## src/rtl/fetch_stage.sv

```systemverilog
// Instruction fetch stage: PC sequencing, stall hold, redirect, halt and
// fetch accounting in front of a synchronous one-cycle-latency ROM.
module fetch_stage #(
  parameter logic [31:0] RESET_PC = 32'h0000_0000
) (
  input  logic        clk,
  input  logic        rst,
  input  logic        stall,
  input  logic        redirect,
  input  logic [31:0] redirect_pc,
  input  logic        halt,
  output logic [31:0] imem_addr,
  input  logic [31:0] imem_rdata,
  output logic [31:0] id_inst,
  output logic [31:0] id_pc,
  output logic        id_valid,
  output logic [31:0] fetch_cnt,
  output logic        align_err
);

  typedef enum logic [1:0] {
    S_BOOT = 2'd0,
    S_RUN  = 2'd1,
    S_HALT = 2'd2
  } state_t;

  state_t      r_state;
  logic [31:0] r_pc;
  logic [31:0] r_pc_d;
  logic        r_vld;
  logic [31:0] r_fetch_cnt;
  logic        r_align_err;

  logic [31:0] w_redir_tgt;
  logic        w_redir_misaligned;
  logic        w_take_redir;
  logic        w_hold;

  // Instruction fetches are word granular; the two low address bits are dropped.
  function automatic logic [31:0] align_word(input logic [31:0] addr);
    return {addr[31:2], 2'b00};
  endfunction

  assign w_redir_tgt        = align_word(redirect_pc);
  assign w_redir_misaligned = (redirect_pc[1:0] != 2'b00);
  // Halt outranks redirect, which in turn outranks stall; both only act in RUN.
  assign w_take_redir = (r_state == S_RUN) && redirect && !halt;
  assign w_hold       = (r_state == S_RUN) && stall && r_vld && !redirect && !halt;

  // Pick the ROM address: redirect target, held instruction re-read, or next PC.
  always_comb begin
    imem_addr = r_pc;
    if (w_take_redir) begin
      imem_addr = w_redir_tgt;
    end else if (w_hold) begin
      imem_addr = r_pc_d;
    end
  end

  assign id_inst   = imem_rdata;
  assign id_pc     = r_pc_d;
  // A redirect in flight kills the wrong-path instruction immediately.
  assign id_valid  = r_vld && !redirect && (r_state == S_RUN);
  assign fetch_cnt = r_fetch_cnt;
  assign align_err = r_align_err;

  // Fetch state machine with PC, delayed PC, valid and sticky error registers.
  always_ff @(posedge clk) begin
    if (rst) begin
      r_state     <= S_BOOT;
      r_pc        <= RESET_PC;
      r_pc_d      <= RESET_PC;
      r_vld       <= 1'b0;
      r_align_err <= 1'b0;
    end else begin
      unique case (r_state)
        S_BOOT: begin
          if (halt) begin
            r_state <= S_HALT;
            r_vld   <= 1'b0;
          end else begin
            r_state <= S_RUN;
            r_pc_d  <= r_pc;
            r_pc    <= r_pc + 32'd4;
            r_vld   <= 1'b1;
          end
        end
        S_RUN: begin
          if (halt) begin
            r_state <= S_HALT;
            r_vld   <= 1'b0;
          end else if (redirect) begin
            r_pc_d <= w_redir_tgt;
            r_pc   <= w_redir_tgt + 32'd4;
            r_vld  <= 1'b1;
            if (w_redir_misaligned) begin
              r_align_err <= 1'b1;
            end
          end else if (!(stall && r_vld)) begin
            r_pc_d <= r_pc;
            r_pc   <= r_pc + 32'd4;
            r_vld  <= 1'b1;
          end
        end
        S_HALT: begin
          r_vld <= 1'b0;
        end
        default: begin
          r_state <= S_BOOT;
          r_vld   <= 1'b0;
        end
      endcase
    end
  end

  // Count instructions actually accepted by decode (live and not stalled).
  always_ff @(posedge clk) begin
    if (rst) begin
      r_fetch_cnt <= 32'd0;
    end else if (id_valid && !stall) begin
      r_fetch_cnt <= r_fetch_cnt + 32'd1;
    end
  end

endmodule
```

## config.mk

```make
export PLATFORM = sky130hd
export DESIGN_NAME = fetch_stage
export DESIGN_NICKNAME = d
export VERILOG_FILES = /design/src/rtl/fetch_stage.sv
export SDC_FILE = /design/constraint.sdc
export NUM_CORES = 1
export LEC_CHECK = 0
export ABC_AREA = 1
export CAP_MARGIN = 20
export CORE_ASPECT_RATIO = 2
export CORE_MARGIN = 2
export CORE_UTILIZATION = 53
export CTS_CLUSTER_SIZE = 8
export DETAILED_ROUTE_END_ITERATION = 10
export PLACE_DENSITY = 0.94
export SETUP_SLACK_MARGIN = 0.15
export SYNTH_ARGS = -nofsm -noshare
export SYNTH_HDL_FRONTEND = slang
export SYNTH_SLANG_ARGS = --single-unit
```

## constraint.sdc

```tcl
create_clock -name clk -period 4 [get_ports clk]
set_clock_uncertainty 0.2 [all_clocks]
set_input_delay 0.8 -clock clk [delete_from_list [all_inputs] [get_ports clk]]
set_output_delay 0.8 -clock clk [all_outputs]
set_load 0.01 [all_outputs]
```

==> results_dict.tcl, run 1 <==
set metrics [dict create \
    status "completed" \
    worstSkewPairLatency_ns 0.36 \
    rsz0062_at_grt "no" \
    drt-pass1-iter-count 6 \
    wire_per_inst_microns 18.2 \
    cts_setup_buffers 0 \
    grt_pass1_vias 7922 \
    io_buffers 134 \
    grt_max_degree 64 \
    grt_use_total_pct 35.0 \
    hold_viol 0 \
    crit_fanout 12 \
    syn_inst 1160 \
    grt_overflow_total 0 \
    p_leak_nw 3.35 \
    end_kind "output pin" \
    period_minus_slack_ns 3.71 \
    cts_tree "yes" \
    setup_ws_ns 0.289 \
    areaGrowthSynthToFinish_pct 21.3 \
    whs_ns 0.260 \
    worst_ep_required_time_ns 3.00 \
    num_rows 59 \
    setup_viol 0 \
    vias 8359 \
    yosys-top-cells-area "dfxtp_1 (28%), nand2_1 (16%), o21ai_0 (7.0%), inv_1 (6.4%), nor2_1 (6.3%)" \
    ys_warn_count 0 \
    slowest_delay_ns 0.49 \
    slew_headroom_pct 49.1 \
    ys_types 45 \
    worst-setup-path-type "input pin to output pin" \
    fin_tns_setup_ns 0 \
    ant_nets 0 \
    synth_edf_count 0 \
    cp_top_family "buffers and inverters" \
    num_io_pins 199 \
    diodes 0 \
    clkSinkCount 97 \
    p_int_mw 1.61 \
    fmax_ghz 0.269 \
    dpl.cell_count 1381 \
    root_buffer "clkbuf_16" \
    critPathArrivalTime_ns 2.71 \
    cts_max_path_buffers 2 \
    netlist_area_sq_mm 0.00702 \
    synth_common_cells "nand2_1 (300), inv_1 (119), nor2_1 (117), o21ai_0 (98), dfxtp_1 (97)" \
    die_area_sq_mm 0.0142 \
    synth.avg_cell_area_sq_um 6.05 \
    r2r-start "r_pc[3]" \
    synth_flop_cell "dfxtp_1" \
    slowest_stage "clkdlybuf4s50_1" \
    pwr-share-seq_pct 45.0 \
    dpl_worst_slack_ns 0.0896 \
    startpoint "stall" \
    ir_drop_mv 0.207 \
    fin_crit_sh_pct 92.8 \
    report.final.slew_viol_count 0 \
    grt_pass1_wl_microns 39600 \
    synth-seq-area-share_pct 27.7 \
    nNetsFinal 1312 \
    hold_depth 2 \
    crit_chain "clkdlybuf4s50_1 -> inv_1 -> nor3_2 -> nand2_2 -> nor2_4 -> inv_2 -> buf_4 -> nor2_1 -> o21ai_1 -> clkdlybuf4s50_1" \
    synth_top_cell_area_share_pct 27.7 \
    coreArea_sq_mm 0.0130 \
    layout-drive-gt1-share_pct 5.30 \
    async_reset_ff_share_pct 0 \
    cts_buffers 9 \
    ff2ff_path_depth 12 \
    switching_power_mw 0.722 \
    detail_route.vias_per_cell 5.98 \
    p_sw_share_pct 31.0 \
    hold_start "align_err" \
    cts.clk_slew.worst_paths_ns 0.07 \
    pwr-share-comb_pct 17.3 \
    crit_path_start_kind "input pin" \
    gpl.final_weighted_congestion 0.986 \
    power_density_mw_per_mm2 274 \
    hp-class "flip-flop to flip-flop" \
    start_util_pct 54.0 \
    path_buf_inv 5 \
    cts_max_level 3 \
    post-synth-top-count-cell "nand2_1" \
    cp.depth 10 \
    tightestPinTransition_ns 0.758 \
    antenna_found_initial 0 \
    place_hpwl_microns 18600 \
    drt_wl_total_microns 25400 \
    syn_nets 1232 \
    cp_common_cell "clkdlybuf4s50_1" \
    drc_errors 0 \
    synth-seq-cells 97 \
    synth_area_leader_cell "dfxtp_1" \
    drv_cap 0 \
    die_w_microns 85.4 \
    clock_power_share_pct 37.7 \
    fin_cells 1397 \
    die_h_microns 167 \
    drtIter0Drc 652 \
]
## routing by layer
metal / wire (microns) / vias to the layer above / track usage [%]
met5: 0 / - / 0
met4: 1810 / 0 / 25.5
met3: 1660 / 137 / 3.96
met2: 13400 / 460 / 64.2
met1: 8560 / 3816 / 35.1
li1: - / 3946 / -
## state kept, by name (all words and copies together), names as in the netlist
name	cells
r_state	2
r_vld	1
fetch_cnt	32
r_pc	30
id_pc	31
align_err	1
## final cells by class
cell class	instances	area [sq um]
clock buffer	9	225
clock inverter	7	62.6
fill	1173	4480
inverter	124	468
multi-input combinational	857	4110
sequential	97	1940
tap	152	190
timing repair buffer	151	1510
## power by group through the flow
stage / Sequential (mW) / Combinational [mW] / Clock (mW)
after floorplan: 1.07 / 0.234 / 0
after global placement: 1.07 / 0.396 / 0
after detailed placement: 1.07 / 0.402 / 0
after CTS: 1.05 / 0.396 / 0.873
after global routing: 1.05 / 0.435 / 0.913
final: 1.05 / 0.403 / 0.878
## path summary, 6_finish.rpt
| check | end | slack [ns] |
|---|---|---|
| max reg2reg | r_pc[30] | 1.63 |
| min | align_err | 0.26 |
| max | imem_addr[3] | 0.29 |
| min reg2reg | align_err | 0.26 |
## cells by family (layout without fill, tap and decap cells)
logic type,Yosys count,in the layout,synth area share (%)
AOI/OAI and AO/OA,269,269,20.6
xor gates and xnor gates,15,15,1.87
adders and majority gates,3,3,0.535
buffers and inverters,206,291,13.8
DFF,97,97,27.7
and+or+nand+nor,570,570,35.5
## cell usage in the layout, fill, tap and decap left out, types with 7 or more instances in the layout
| master | Yosys | final |
|---|---|---|
| nor2_2 | 9 | 9 |
| a211oi_1 | 7 | 7 |
| nand2_1 | 300 | 300 |
| o21ai_1 | 29 | 30 |
| dlygate4sd2_1 | 0 | 21 |
| buf_4 | 37 | 13 |
| xor2_1 | 10 | 10 |
| nor3_1 | 31 | 31 |
| nand4_1 | 18 | 18 |
| nor2_1 | 117 | 117 |
| o21ai_0 | 98 | 97 |
| inv_1 | 119 | 119 |
| clkdlybuf4s50_1 | 0 | 103 |
| a31oi_1 | 31 | 31 |
| a21oi_1 | 87 | 87 |
| nand3_1 | 70 | 70 |
| dlymetal6s2s_1 | 0 | 10 |
| clkbuf_16 | 0 | 9 |
| dfxtp_1 | 97 | 97 |
## worst min-delay path, stage by stage, from the launching register on
cell     delay [ns]
dfxtp_1        0.32
inv_1          0.05
a21oi_1        0.05
## per-stage QoR
| stage | cell area (sq um) | util [%] | power (mW) |
|---|---|---|---|
| 3_3_place_gp | 8210 | 63.2 | 1.46 |
| 6_report | 8510 | 65.5 | 2.33 |
| 2_1_floorplan | 7020 | - | 1.30 |
| 4_1_cts | 8480 | 65.2 | 2.32 |
| 5_1_grt | 8510 | 65.5 | 2.40 |
| 3_5_place_dp | 8210 | 63.2 | 1.47 |
## repair_timing
| action | CTS | global route |
|---|---|---|
| pin swaps | 0 | 0 |
| hold buffers | 0 | 0 |
| setup endpoints to repair | 21 | 10 |
| resized for setup | 21 | 13 |
Note: power is estimated with default switching activity, not from simulation.
==> run 2: changes to the inputs <==
Settings changed: REMOVE_ABC_BUFFERS set to 1.
==> results_dict.tcl, run 2 (same netlist as run 1, synthesis figures left out) <==
set metrics [dict create \
    status "completed" \
    grt_pass1_wl_microns 39800 \
    cts_tree "yes" \
    ir_drop_mv 0.289 \
    coreArea_sq_mm 0.0130 \
    drc_errors 0 \
    setup_viol 0 \
    whs_ns 0.254 \
    cts_buffers 9 \
    worst-setup-path-type "input pin to output pin" \
    p_int_mw 1.74 \
    die_h_microns 167 \
    die_w_microns 85.4 \
    switching_power_mw 0.687 \
    vias 8303 \
    cp.depth 9 \
    worst-r2r-setup-slack_ns 1.73 \
    wire_per_inst_microns 18.0 \
    fmax_ghz 0.266 \
    start_util_pct 54.0 \
    path_buf_inv 4 \
    place_hpwl_microns 18500 \
    drt_wl_total_microns 25200 \
    grt_max_degree 92 \
    detail_route.vias_per_cell 5.94 \
    io_buffers 134 \
    die_area_sq_mm 0.0142 \
    worstSkewPairLatency_ns 0.35 \
    critPathArrivalTime_ns 2.77 \
    p_total_mw 2.43 \
    hold_viol 0 \
    grt_overflow_total 0 \
    cts_setup_buffers 0 \
    fin_tns_setup_ns 0 \
    hp-class "flip-flop to flip-flop" \
    drv_cap 0 \
    grt_pass1_vias 7847 \
    rsz0062_at_grt "no" \
    cts_max_level 3 \
    slowest_delay_ns 0.56 \
    cts.clk_slew.worst_paths_ns 0.08 \
    tightestPinTransition_ns 0.682 \
    ant_nets 0 \
    fin_cells 1397 \
    diodes 0 \
    layout-drive-gt1-share_pct 5.38 \
    cp_common_cell "clkdlybuf4s50_1" \
    slowest_stage "clkdlybuf4s50_1" \
    worst_ep_required_time_ns 3.00 \
    drt-pass1-iter-count 6 \
    ff2ff_path_depth 10 \
    r2r-start "r_state[1]" \
    r2r-end "r_pc[22]" \
    pwr-share-seq_pct 43.2 \
    p_leak_nw 3.31 \
    period_minus_slack_ns 3.77 \
    final_cell_mix "nand2_1 (300), inv_1 (119), nor2_1 (116), clkdlybuf4s50_1 (105), o21ai_0 (98)" \
    report.final.slew_viol_count 0 \
    hold_buffers 0 \
    root_buffer "clkbuf_16" \
    crit_chain "clkdlybuf4s50_1 -> inv_1 -> nor3_2 -> nand2_2 -> nor2_4 -> buf_6 -> o21ai_0 -> o22ai_1 -> clkdlybuf4s50_1" \
    p_sw_share_pct 28.3 \
    crit_fanout 7 \
    largest_register_ff_count 32 \
    fin_crit_sh_pct 94.1 \
    cts_max_path_buffers 2 \
    hold_depth 2 \
    cp_top_family "buffers and inverters" \
    startpoint "stall" \
    drtIter0Drc 752 \
    slew_headroom_pct 54.5 \
    end_kind "output pin" \
    grt_use_total_pct 35.2 \
    gpl.final_weighted_congestion 0.979 \
    layout_commonest_cell "nand2_1" \
    crit_path_end "imem_addr[25]" \
    antenna_found_initial 0 \
    clkSinkCount 97 \
    dpl.cell_count 1381 \
    nNetsFinal 1312 \
    clock_power_share_pct 40.6 \
    areaGrowthSynthToFinish_pct 21.8 \
    num_rows 59 \
    num_io_pins 199 \
    crit_path_start_kind "input pin" \
    power_density_mw_per_mm2 284 \
    pwr-share-comb_pct 16.3 \
]
[run 2: cell type report]
class / instances / area (sq um)
clock inverter: 6 / 90.1
clock buffer: 10 / 239
sequential: 97 / 1940
inverter: 124 / 468
multi-input combinational: 857 / 4110
timing repair buffer: 151 / 1510
tap: 152 / 190
fill: 1175 / 4450
[run 2: how the worst min path moves through the flow]
stage | startpoint | endpoint | slack [ns]
after floorplan | r_pc[22] | r_pc[22] | 0.27
after global placement | align_err | align_err | 0.24
after detailed placement | align_err | align_err | 0.24
after CTS | align_err | align_err | 0.25
after global routing | align_err | align_err | 0.29
final | align_err | align_err | 0.25
[run 2: per-stage QoR]
step                      util, %  instance area (sq um)  setup slack, ns
after detailed placement     63.3                   8230           0.0404
final                        65.8                   8540            0.234
after global placement       63.3                   8230           0.0990
after global routing         65.8                   8540            0.160
after CTS                    65.6                   8530            0.153
after floorplan                 -                   6520            0.125
[run 2: layer usage]
layer | GRT usage, % | wire [microns] | up-vias
met5 | 2.18 | 0 | -
met4 | 23.4 | 1800 | 0
met3 | 8.03 | 2220 | 131
met2 | 59.4 | 12400 | 473
met1 | 38.1 | 8700 | 3744
li1 | - | - | 3955
[run 2: worst register-to-register path, delay by kind of cell (launching register included)]
family	cells	cell delay, ns
flops	1	0.43
simple gates	5	0.61
buf+inv	3	0.64
compound gates	2	0.27
[run 2: timing repair]
| item | in CTS | in global routing |
|---|---|---|
| endpoints found under the hold margin | 0 | 0 |
| gates cloned | 0 | 0 |
| setup endpoints to repair | 24 | 8 |
| gates resized for setup | 24 | 7 |
[run 2: power by group through the flow]
stage                     registers (mW)  logic (mW)  clock network, mW
after global placement              1.07       0.391                  0
after floorplan                     1.07       0.180                  0
final                               1.05       0.395              0.984
after global routing                1.05       0.431               1.01
after detailed placement            1.07       0.399                  0
after CTS                           1.05       0.391              0.983
